## src/rtl/dmem_ctrl_pkg.sv

```systemverilog
// Shared definitions for the data-memory access controller.
//   dmc_state_e : FSM state encodings (IDLE / ACCESS / ERR)
//   DMC_*       : default widths and watchdog timeout
//   dmc_cnt_w   : watchdog counter width for a given timeout
package dmem_ctrl_pkg;

  typedef enum logic [1:0] {
    DMC_IDLE   = 2'd0,
    DMC_ACCESS = 2'd1,
    DMC_ERR    = 2'd2
  } dmc_state_e;

  localparam int DMC_DATA_WIDTH = 8;
  localparam int DMC_ADDR_WIDTH = 8;
  localparam int DMC_TIMEOUT    = 15;

  // clog2(t+1) bits, never less than one
  function automatic int dmc_cnt_w(input int t);
    return (t < 1) ? 1 : $clog2(t + 1);
  endfunction

endpackage

```

## src/rtl/dmc_watchdog.sv

```systemverilog
// Saturating cycle counter with synchronous clear and count enable.
//   clk, rst : clock, async active-low reset
//   clr      : load counter with zero (has priority over en)
//   en       : count one cycle
//   tc       : terminal count, high while count == TIMEOUT-1 (never when TIMEOUT=0)
module dmc_watchdog
  import dmem_ctrl_pkg::*;
#(
  parameter int TIMEOUT = DMC_TIMEOUT
) (
  input  logic clk,
  input  logic rst,
  input  logic clr,
  input  logic en,
  output logic tc
);

  localparam int            CW   = dmc_cnt_w(TIMEOUT);
  localparam logic [CW-1:0] SAT  = CW'(TIMEOUT);
  localparam logic [CW-1:0] TERM = CW'((TIMEOUT > 0) ? TIMEOUT - 1 : 0);

  logic [CW-1:0] cnt;

  always_ff @(posedge clk or negedge rst) begin
    if (!rst)                   cnt <= '0;
    else if (clr)               cnt <= '0;
    else if (en && cnt != SAT)  cnt <= cnt + 1'b1;
  end

  assign tc = (TIMEOUT > 0) && (cnt == TERM);

endmodule

```

## src/rtl/dmem_ctrl.sv

```systemverilog
// Data-memory access controller: runs one req/ack transaction on the data RAM
// per CPU load/store and returns load data to the register bank.
//   cpu_req/cpu_we/cpu_addr/cpu_wdata : request from control unit (taken in IDLE)
//   busy/done/err/err_clr             : status, completion pulse, sticky watchdog error
//   dmem_update/dmem_data             : load-data strobe and held load data
//   mem_req/mem_we/mem_addr/mem_wdata : RAM request side, stable until ack
//   mem_rdata/mem_ack                 : RAM response side
module dmem_ctrl
  import dmem_ctrl_pkg::*;
#(
  parameter int DATA_WIDTH = DMC_DATA_WIDTH,
  parameter int ADDR_WIDTH = DMC_ADDR_WIDTH,
  parameter int TIMEOUT    = DMC_TIMEOUT
) (
  input  logic                  clk,
  input  logic                  rst,
  input  logic                  cpu_req,
  input  logic                  cpu_we,
  input  logic [ADDR_WIDTH-1:0] cpu_addr,
  input  logic [DATA_WIDTH-1:0] cpu_wdata,
  output logic                  busy,
  output logic                  done,
  output logic                  err,
  input  logic                  err_clr,
  output logic                  dmem_update,
  output logic [DATA_WIDTH-1:0] dmem_data,
  output logic                  mem_req,
  output logic                  mem_we,
  output logic [ADDR_WIDTH-1:0] mem_addr,
  output logic [DATA_WIDTH-1:0] mem_wdata,
  input  logic [DATA_WIDTH-1:0] mem_rdata,
  input  logic                  mem_ack
);

  dmc_state_e            state, state_nx;
  logic                  busy_nx, done_nx, err_nx, upd_nx, req_nx, we_nx;
  logic [DATA_WIDTH-1:0] data_nx, wdata_nx;
  logic [ADDR_WIDTH-1:0] addr_nx;
  logic                  wd_clr, wd_en, wd_tc;

  dmc_watchdog #(.TIMEOUT(TIMEOUT)) u_wd (
    .clk (clk),
    .rst (rst),
    .clr (wd_clr),
    .en  (wd_en),
    .tc  (wd_tc)
  );

  always_comb begin
    state_nx = state;
    req_nx   = mem_req;
    we_nx    = mem_we;
    addr_nx  = mem_addr;
    wdata_nx = mem_wdata;
    data_nx  = dmem_data;
    err_nx   = err;
    done_nx  = 1'b0;
    upd_nx   = 1'b0;
    wd_clr   = 1'b0;
    wd_en    = 1'b0;
    case (state)
      DMC_IDLE: begin
        if (cpu_req) begin
          req_nx   = 1'b1;
          we_nx    = cpu_we;
          addr_nx  = cpu_addr;
          wdata_nx = cpu_wdata;
          wd_clr   = 1'b1;
          state_nx = DMC_ACCESS;
        end
      end
      DMC_ACCESS: begin
        wd_en = !mem_ack;
        // ack beats the terminal count when both land in the same cycle
        if (mem_ack) begin
          req_nx  = 1'b0;
          we_nx   = 1'b0;
          done_nx = 1'b1;
          if (!mem_we) begin
            data_nx = mem_rdata;
            upd_nx  = 1'b1;
          end
          state_nx = DMC_IDLE;
        end else if (wd_tc) begin
          req_nx   = 1'b0;
          we_nx    = 1'b0;
          err_nx   = 1'b1;
          state_nx = DMC_ERR;
        end
      end
      DMC_ERR: begin
        if (err_clr) begin
          err_nx   = 1'b0;
          state_nx = DMC_IDLE;
        end
      end
      default: state_nx = DMC_IDLE;
    endcase
    busy_nx = (state_nx != DMC_IDLE);
  end

  always_ff @(posedge clk or negedge rst) begin
    if (!rst) begin
      state       <= DMC_IDLE;
      busy        <= 1'b0;
      done        <= 1'b0;
      err         <= 1'b0;
      dmem_update <= 1'b0;
      dmem_data   <= '0;
      mem_req     <= 1'b0;
      mem_we      <= 1'b0;
      mem_addr    <= '0;
      mem_wdata   <= '0;
    end else begin
      state       <= state_nx;
      busy        <= busy_nx;
      done        <= done_nx;
      err         <= err_nx;
      dmem_update <= upd_nx;
      dmem_data   <= data_nx;
      mem_req     <= req_nx;
      mem_we      <= we_nx;
      mem_addr    <= addr_nx;
      mem_wdata   <= wdata_nx;
    end
  end

endmodule

```

## config.mk

```make
export PLATFORM = sky130hd
export DESIGN_NAME = dmem_ctrl
export DESIGN_NICKNAME = d
export VERILOG_FILES = /design/src/rtl/dmem_ctrl_pkg.sv /design/src/rtl/dmc_watchdog.sv /design/src/rtl/dmem_ctrl.sv
export SDC_FILE = /design/constraint.sdc
export NUM_CORES = 1
export LEC_CHECK = 0
export ABC_AREA = 1
export CORE_UTILIZATION = 31
export DETAILED_ROUTE_END_ITERATION = 6
export PLACE_DENSITY = 0.62
export SYNTH_ARGS = -nofsm -noshare
export SYNTH_HDL_FRONTEND = slang
export SYNTH_HIERARCHICAL = 1
export SYNTH_SLANG_ARGS = --single-unit
```

## constraint.sdc

```tcl
create_clock -name clk -period 2.2 [get_ports clk]
set_input_delay 0.44 -clock clk [delete_from_list [all_inputs] [get_ports clk]]
set_output_delay 0.44 -clock clk [all_outputs]
set_load 0.01 [all_outputs]
```

# After elaboration in Yosys (flattened, before gate mapping)
# Index checks and enable logic that the tools add are counted.
[classes]
n_mux = 25
eq_ne = 9
reduce_logical = 11
addsub = 1
n_bitwise = 1
[op_table]
columns = ["op", "count"]
rows = [
  ["1-bit 2-to-1 mux", 15],
  ["2-bit 2-to-1 mux", 4],
  ["4-bit 2-to-1 mux", 2],
  ["2-bit nonzero test", 4],
  ["2-bit != test, second input constant", 3],
  ["1-bit case mux with 2 select lines", 3],
  ["2-bit case mux with 3 select lines", 1],
  ["3-bit AND reduction", 2],
  ["4-bit by 1-bit adder with 4-bit output, second input constant", 1],
  ["4-bit == test, second input constant", 1],
  ["4-bit != test, second input constant", 1],
  ["4-bit AND reduction", 1],
  ["3-bit by 2-bit != test with 1-bit output, second input constant", 1],
  ["2-bit by 1-bit == test with 1-bit output, second input constant", 1],
  ["2-bit == test, second input constant", 1],
  ["2-bit logical NOT", 1],
  ["2-bit by 1-bit != test with 1-bit output, second input constant", 1],
  ["2-bit AND reduction", 1],
  ["1-bit logical AND", 1],
  ["1-bit logical NOT", 1],
  ["1-bit inverter", 1],
]
[word_totals]
output_inout_bits = 30
elab_cells = 58
input_bits = 30
register_bits = 36

# Logic depth before layout (Yosys ltp)
# Gate-level depths: netlist (run 1).
[logic_depth]
depth_word = 5
depth_mapped = 9
mapped_depth_nobuf = 8

# Cells and area by module
# The synthesis (run 1) kept the hierarchy.
[by_module_without_submodules]
columns = ["module", "area_per_inst_um2", "instances", "seq_area_each_um2", "cells_each"]
rows = [
  ["dmem_ctrl", 1276.2, 1, 800.8, 139],
  ["dmc_watchdog", 241.5, 1, 100.1, 31],
]

# Least setup slack after synthesis (run 1)
# No wires, ideal clock.
[synth_path]
path_kind = "flip-flop to flip-flop"
startpoint = "register state[1]"
endpoint = "register u_wd.cnt[3]"
required_time_ns = 2.082
setup_ns = 0.118
path_buffers = 1
period_less_slack_ns = 1.264
path_stages_with_launch = 10
path_slack_ns = 0.936
arrival_time_ns = 1.146
path_cell_list = "dfrtp_1 -> nor2_2 -> nand2_2 -> inv_2 -> buf_6 -> inv_1 -> nand2_2 -> clkinv_2 -> nand2_1 -> nand2_1"
[synth_via]
elab_cells_between_ends = 7
[synth_rtl]
columns = ["element", "line_no", "text"]
rows = [
  ["start, declared", "dmem_ctrl.sv:35", "dmc_state_e state, state_nx;"],
  ["start signal, assigned", "dmem_ctrl.sv:115", "state <= state_nx;"],
  ["2-bit logical NOT *", "dmem_ctrl.sv:61", "case (state)"],
  ["1-bit 2-to-1 mux *", "dmem_ctrl.sv:61", ""],
  ["named net wd_clr", "dmem_ctrl.sv:39", "logic wd_clr, wd_en, wd_tc;"],
  ["4-bit 2-to-1 mux / 2-bit nonzero test (equally long branches)", "-", ""],
  ["end signal, assigned", "dmc_watchdog.sv:27", "else if (en && cnt != SAT) cnt <= cnt + 1'b1;"],
  ["end, declared", "dmc_watchdog.sv:22", "logic [CW-1:0] cnt;"],
]
# The timed path passes the listed nets; every way through them passes the cells marked *.
# A chain may end at the register's enable or synchronous reset.

# Final worst setup path (run 1)
[layout_path]
startpoint = "register mem_we"
endpoint = "output port mem_we"
[layout_rtl]
columns = ["element", "line_no", "text"]
rows = [
  ["start, declared", "dmem_ctrl.sv:28", "output logic mem_we,"],
  ["start signal, assigned", "dmem_ctrl.sv:122", "mem_we <= we_nx;"],
]
# No word-level cell between the ends.

==> results of run 1 <==
-- cell usage in the layout, fill, tap and decap left out --
cell,instances
nor3_1,1
clkinv_2,4
nand3b_1,2
nor2_4,1
nand2_4,1
nor2_1,2
clkbuf_8,5
nor2_2,1
buf_4,2
inv_1,7
clkinv_4,1
nand3_1,7
nand4_1,4
and3_1,1
inv_2,2
o21ai_1,1
clkdlybuf4s50_1,58
o21a_1,1
dfrtp_1,36
xor2_1,1
nand2_1,93
nand2_2,2
buf_2,1
ha_1,2
-- where the power goes --
group | total, mW | internal (mW) | switching, mW
logic | 0.586 | 0.327 | 0.259
clock network | 0.456 | 0.220 | 0.235
registers | 0.885 | 0.797 | 0.0875
-- worst max path at each step --
stage / startpoint / end / slack, ns / depth (start not counted)
after CTS: mem_we$_DFFE_PN0P_ / mem_we / 0.54 / 1
after floorplan: state[1]$_DFF_PN0_ / u_wd/cnt[3]$_DFFE_PN0P_ / 0.94 / 9
after global placement: cpu_req / u_wd/cnt[3]$_DFFE_PN0P_ / 0.51 / 8
after detailed placement: mem_ack / dmem_data[7]$_DFFE_PN0P_ / 0.50 / 7
final: mem_we$_DFFE_PN0P_ / mem_we / 0.56 / 1
after global routing: mem_addr[7]$_DFFE_PN0P_ / mem_addr[7] / 0.51 / 1
-- area by class of cell --
class,instances,area (sq um),area share (%)
well taps,67,83.8,3.73
flip-flops and latches,36,901,40.1
repair buffers,61,601,26.7
multi-input cells,120,531,23.6
clock inverters,3,18.8,0.835
clock buffers,5,68.8,3.06
inverters,11,43.8,1.95
-- cell families (layout without fill, tap and decap cells) --
family                     after synthesis  after routing  share of synthesized area, %
and+or+nand+nor                        115            115                          31.9
DFF                                     36             36                          59.4
buffers and inverters                   14             80                          5.69
adders and majority gates                2              2                          1.65
AOI/OAI and AO/OA                        2              2                         0.824
xor gates and xnor gates                 1              1                         0.577
-- registers in the layout, indices dropped and copies added (netlist names) --
name and flops:
busy 1, dmem_data 8, dmem_update 1, done 1, err 1, mem_addr 8
mem_req 1, mem_wdata 8, mem_we 1, state 2, u_wd/cnt 4
-- through the flow --
| stage | instance area, sq um | hold WS [ns] | setup WS [ns] |
|---|---|---|---|
| final | 2250 | 0.230 | 0.555 |
| after global routing | 2250 | 0.306 | 0.514 |
| after CTS | 2250 | 0.263 | 0.544 |
| after detailed placement | 2160 | 0.465 | 0.501 |
| after global placement | 2160 | 0.458 | 0.508 |
| after floorplan | 1520 | 0.144 | 0.936 |
-- worst register-to-register path: stages (launching register included) --
cell      delay, ns
dfrtp_1        0.39
inv_1          0.08
ha_1           0.20
and3_1         0.20
nand3b_1       0.21
nand2_1        0.11
nand2_1        0.05
nand2_1        0.05
-- routing by layer --
metal | global-route usage (%) | wire length (microns)
met3 | 4.86 | 206
met1 | 17.0 | 1530
met4 | 3.92 | 17
met2 | 21.3 | 1450
met5 | 0 | 0
==> results.md, run 1 <==
- Status: complete, no violations
- Worst skew pair latency: 0.28 ns
- Clock Sinks: 36
- Slew HR: 48.3%
- CP Max Fanout: 3
- Crit path time final: 1.64 ns
- Vias/cell: 4.18
- Reg2reg path depth: 7
- Cell variety after synth: 21
- Part of the cycle the worst path needs: 74.8%
- Largest stage delay, worst path: 0.55 ns
- CP max stage cell: clkdlybuf4s50_1
- Hold Vio Cnt, Final: 0
- CP Launch Type: register
- Cell Rows: 25
- Overall routed net length: 3210 microns
- MaxCap Viol Count: 0
- Synth Instances: 170
- Synth top cells by count: nand2_1, dfrtp_1, inv_1, nand3_1, nand4_1
- Fin util: 47.6%
- Yosys warns: 6
- DRC viols: 0
- Die area: 5180 sq um
- H-tree Lvls: 2
- Initial antenna violation count: 0
- Worst VDD drop: 0.000397 V
- Most frequent cell after synthesis: nand2_1
- Hold Buf Count CTS: 0
- Synth async-reset ratio: 100%
- Sum of negative setup slack: 0 ns
- Num CTS Buffers: 5
- Ant. Diodes: 0
- Max Clock Skew: 0.00495 ns
- Fillcell total: 477
- 1st-pass router iterations: 4
- CP cell instances: clkdlybuf4s50_1
- Number of global-route vias before repair: 1,158
- Mapped cell area: 1520 sq um
- Fmax: 0.608 GHz
- Biggest area consumer among synthesized cells: dfrtp_1
- CP delay by family, top: buffers and inverters
- Worst EP arrival: 1.20 ns
- PortBufs: 59
- Syn_area_per_cell: 8.93 sq um
- Layout Area Growth over Synthesis: 48.1%
- Flops & latches, synth: 36
- Initial DRC Count: 85
- Resized Gates After CTS: 0
- Initial Utilization: 32.1%
- Nets@finish: 267
- Routability cong.: 0.805
- Root Driver: clkbuf_8
- Yosys top cell area share: 59.4%
- Leak: 1.14 nW
- Critical R2R Launch: u_wd/cnt[0]$_DFFE_PN0P_
- Seq/Total Area, Yosys: 59.4%
- CTS tree: built
- Io pins: 60
- Final ANT Viol Nets: 0
- Actual slew at the worst max-slew pin: 0.775 ns
- CP Capture Type: output port
- GRT Overall Usage: 13.3%
- Chip Width: 72.0 microns
- Pwr per Cell Area: 857 nW/um^2
- Total congestion overflow: 0
- DR WL/cell: 10.6 microns
- Worst Path Buf+Inv: 1
- Slew Viols, Final: 0
- First-pass GRT wire length: 5240 microns
- Worst EP required: 1.76 ns
- Setup bufs post-CTS: 0
- Dpl cells: 295
- Post-synthesis net count: 202
- Most used DFF post-synth: dfrtp_1
- Crit path kind: reg -> out
- RSZ-0062 raised after global routing: false
- Reg clk slew, reported paths: 0.08 ns
- Layout cells sized above 1: 8.47%
- Largest net degree at the start of global routing: 37
- Reg-to-reg slack, setup: 0.85 ns
- Terminus of the critical flop-to-flop path: mem_req$_DFFE_PN0P_
- Hold Path Class: in -> async
- Vias: 1,266
- Core area: 4720 sq um
- Power Total: 1.93 mW
- Die Span Y: 72.0 microns
- EDFF count, synth: 0
- Dpl hpwl: 2270 microns
- Top cells by area, synth: dfrtp_1, nand2_1, nand3_1
- Non-filler instance count after layout: 303
- Final setup fails: 0
- Clock buffer depth: 2
(Power assumes the default switching activity.)
==> inputs of run 2 (changes only) <==
--- a/config.mk
+++ b/config.mk
@@ -8,7 +8,7 @@
 export ABC_AREA = 1
 export CORE_UTILIZATION = 31
 export DETAILED_ROUTE_END_ITERATION = 6
-export PLACE_DENSITY = 0.62
+export PLACE_DENSITY = 0.65
 export SYNTH_ARGS = -nofsm -noshare
 export SYNTH_HDL_FRONTEND = slang
 export SYNTH_HIERARCHICAL = 1
==> constraint.sdc (replaced) <==
create_clock -name clk -period 1.4 [get_ports clk]
set_input_delay 0.28 -clock clk [delete_from_list [all_inputs] [get_ports clk]]
set_output_delay 0.28 -clock clk [all_outputs]
set_load 0.01 [all_outputs]
==> results.md, run 2 (same netlist as run 1, synthesis figures left out) <==
- Status: complete, no violations
- Io pins: 60 (unchanged)
- Slew HR: 71.7% (+23 points)
- Reg-to-reg slack, setup: 0.09 ns (-0.76 ns)
- PortBufs: 59 (unchanged)
- Overall routed net length: 3090 microns (-3.8%)
- Reg power frac: 44.1% (-1.8 points)
- Initial DRC Count: 54 (-36%)
- Routability cong.: 0.786 (-2.3%)
- Initial Utilization: 32.1% (unchanged)
- Root Driver: clkbuf_8
- Num CTS Buffers: 5 (unchanged)
- Clock power share: 28.4% (+4.7 points)
- Critical R2R Launch: u_wd/cnt[0]$_DFFE_PN0P_
- Fmax: 0.761 GHz
- Max Clock Skew: 0.00631 ns (+0.00136 ns)
- Pre-CTS setup slack: -0.0889 ns (-0.590 ns)
- Pwr per Cell Area: 1340 nW/um^2 (+57%)
- Setup WS post-layout: 0.0857 ns (-0.470 ns)
- CP Launch Type: register
- DRC viols: 0 (unchanged)
- Dpl hpwl: 2330 microns (+2.7%)
- Commonest non-fill, non-tap cell in the layout: nand2_1
- Layout Area Growth over Synthesis: 51.4%
- First-pass GRT wire length: 5240 microns (unchanged)
- Slew Viols, Final: 0 (unchanged)
- Hold Path Class: in -> async
- CP Max Fanout: 3 (unchanged)
- CTS tree: built
- DR WL/cell: 9.95 microns (-5.9%)
- H-tree Lvls: 2 (unchanged)
- Hold slack: 0.466 ns (+0.236 ns)
- Largest regs: dmem_data x8, mem_addr x8, mem_wdata x8
- Leak: 1.26 nW (+11%)
- GRT Overall Usage: 13.2% (-0.086 points)
- Vias: 1,279 (+1.0%)
- Initial antenna violation count: 0 (unchanged)
- Final ANT Viol Nets: 0 (unchanged)
- Final instance area: 2300 sq um (+2.2%)
- Fin util: 48.6% (+1.1 points)
- Part of the cycle the worst path needs: 93.9%
- Comb pwr share: 27.5% (-2.9 points)
- Internal power: 2.20 mW (+64%)
- Reg2reg path depth: 7 (unchanged)
- Total congestion overflow: 0 (unchanged)
- Largest net degree at the start of global routing: 20 (-46%)
- CP Capture Type: register
- Final setup fails: 0 (unchanged)
- Vias/cell: 4.13 (-1.3%)
- Nets@finish: 274 (+2.6%)
- Cell Rows: 25 (unchanged)
- Terminus of the critical flop-to-flop path: mem_req$_DFFE_PN0P_
- RSZ-0062 raised after global routing: false
- 1st-pass router iterations: 4 (unchanged)
- Worst VDD drop: 0.000451 V (+14%)
- Worst EP required: 1.57 ns (-0.19 ns)
- Die Span Y: 72.0 microns (unchanged)
- Ant. Diodes: 0 (unchanged)
- Crit path time final: 1.31 ns
- Chip Width: 72.0 microns (unchanged)
- Reg clk slew, reported paths: 0.07 ns (about the same)
- Worst EP arrival: 1.48 ns (+0.28 ns)
- Switching share of power: 28.7% (-1.5 points)
- Crit path kind: reg -> reg
- Clock buffer depth: 2 (unchanged)
- Commonest cells after routing, fill and taps aside: nand2_1, dfrtp_1, dlygate4sd2_1
- MaxCap Viol Count: 0 (unchanged)
- Sw power: 0.886 mW (+52%)
- Hold Vio Cnt, Final: 0 (unchanged)
- Layout cells sized above 1: 10.3% (+1.8 points)
- Number of global-route vias before repair: 1,218 (+5.2%)
- Core area: 4720 sq um (unchanged)
- Clock Sinks: 36 (unchanged)
- Actual slew at the worst max-slew pin: 0.424 ns (-0.351 ns)
- Worst skew pair latency: 0.28 ns (about the same)
- Die area: 5180 sq um (unchanged)
- Area of placed instances: 2220 sq um (+2.7%)
==> run 2: changes by cell type in the layout (fill, tap and decap cells not counted) <==
cell,previous run,this run
buf_4,2,7
clkinv_2,4,3
dlygate4sd3_1,0,1
dlygate4sd2_1,0,30
buf_12,0,1
clkinv_4,1,0
bufinv_16,0,1
clkdlybuf4s50_1,58,28
clkbuf_1,0,1
==> run 2: per-layer routing <==
metal  global-route usage (%)  wire (microns)  vias up
met5                        0               0        -
met4                     4.58              50        0
met3                     4.86             188        5
met2                     21.0            1380       42
met1                     16.8            1470      564
li1                         -               -      668
==> run 2: timing repair <==
item | CTS | global route
endpoints found under the hold margin | 17 | 0
hold buffers | 1 | 0
setup buffers | 0 | 0
setup endpoints to repair | 30 | 0
resized for setup | 30 | 0
==> run 2: how the worst max path moves through the flow <==
| stage | startpoint | end |
|---|---|---|
| finish | u_wd/cnt[0]$_DFFE_PN0P_ | mem_req$_DFFE_PN0P_ |
| global route | u_wd/cnt[0]$_DFFE_PN0P_ | mem_req$_DFFE_PN0P_ |
| CTS | u_wd/cnt[0]$_DFFE_PN0P_ | mem_req$_DFFE_PN0P_ |
| detailed placement | mem_ack | dmem_data[7]$_DFFE_PN0P_ |
| global placement | mem_ack | dmem_data[4]$_DFFE_PN0P_ |
| floorplan | state[1]$_DFF_PN0_ | u_wd/cnt[3]$_DFFE_PN0P_ |
==> run 2: area by class of cell <==
type,instances,area [sq um]
flip-flops and latches,36,901
clock inverters,2,35.0
well taps,67,83.8
repair buffers,68,631
fillers,459,2430
inverters,11,43.8
multi-input cells,120,531
clock buffers,6,72.6
==> run 2: power by group through the flow <==
| stage | clock network (mW) | registers [mW] | logic, mW |
|---|---|---|---|
| after floorplan | 0 | 1.48 | 0.315 |
| after global placement | 0 | 1.39 | 0.984 |
| after detailed placement | 0 | 1.39 | 0.992 |
| after CTS | 0.902 | 1.37 | 0.864 |
| after global routing | 0.945 | 1.39 | 0.955 |
| final | 0.876 | 1.36 | 0.849 |
==> run 2: worst max-delay path, stage by stage, from the launching register on <==
cell      delay [ns]
dfrtp_1         0.38
inv_1           0.09
ha_1            0.14
and3_1          0.21
nand3b_1        0.17
nand2_1         0.11
nand2_1         0.07
nand2_1         0.04
==> run 2: through the flow <==
| stage | total power, mW | setup TNS [ns] | cells |
|---|---|---|---|
| floorplan | 1.80 | 0 | 170 |
| global placement | 2.37 | -0.629 | 301 |
| detailed placement | 2.38 | -0.701 | 301 |
| CTS | 3.13 | 0 | 310 |
| global route | 3.29 | 0 | 310 |
| finish | 3.09 | 0 | 310 |
==> inputs of run 3 (changes only) <==
--- a/config.mk
+++ b/config.mk
@@ -9,6 +9,7 @@
 export CORE_UTILIZATION = 31
 export DETAILED_ROUTE_END_ITERATION = 6
 export PLACE_DENSITY = 0.65
+export SLEW_MARGIN = 10
 export SYNTH_ARGS = -nofsm -noshare
 export SYNTH_HDL_FRONTEND = slang
 export SYNTH_HIERARCHICAL = 1
==> results of run 3 <==
Same layout as run 2: the final DEF is identical, and so are final timing and power.
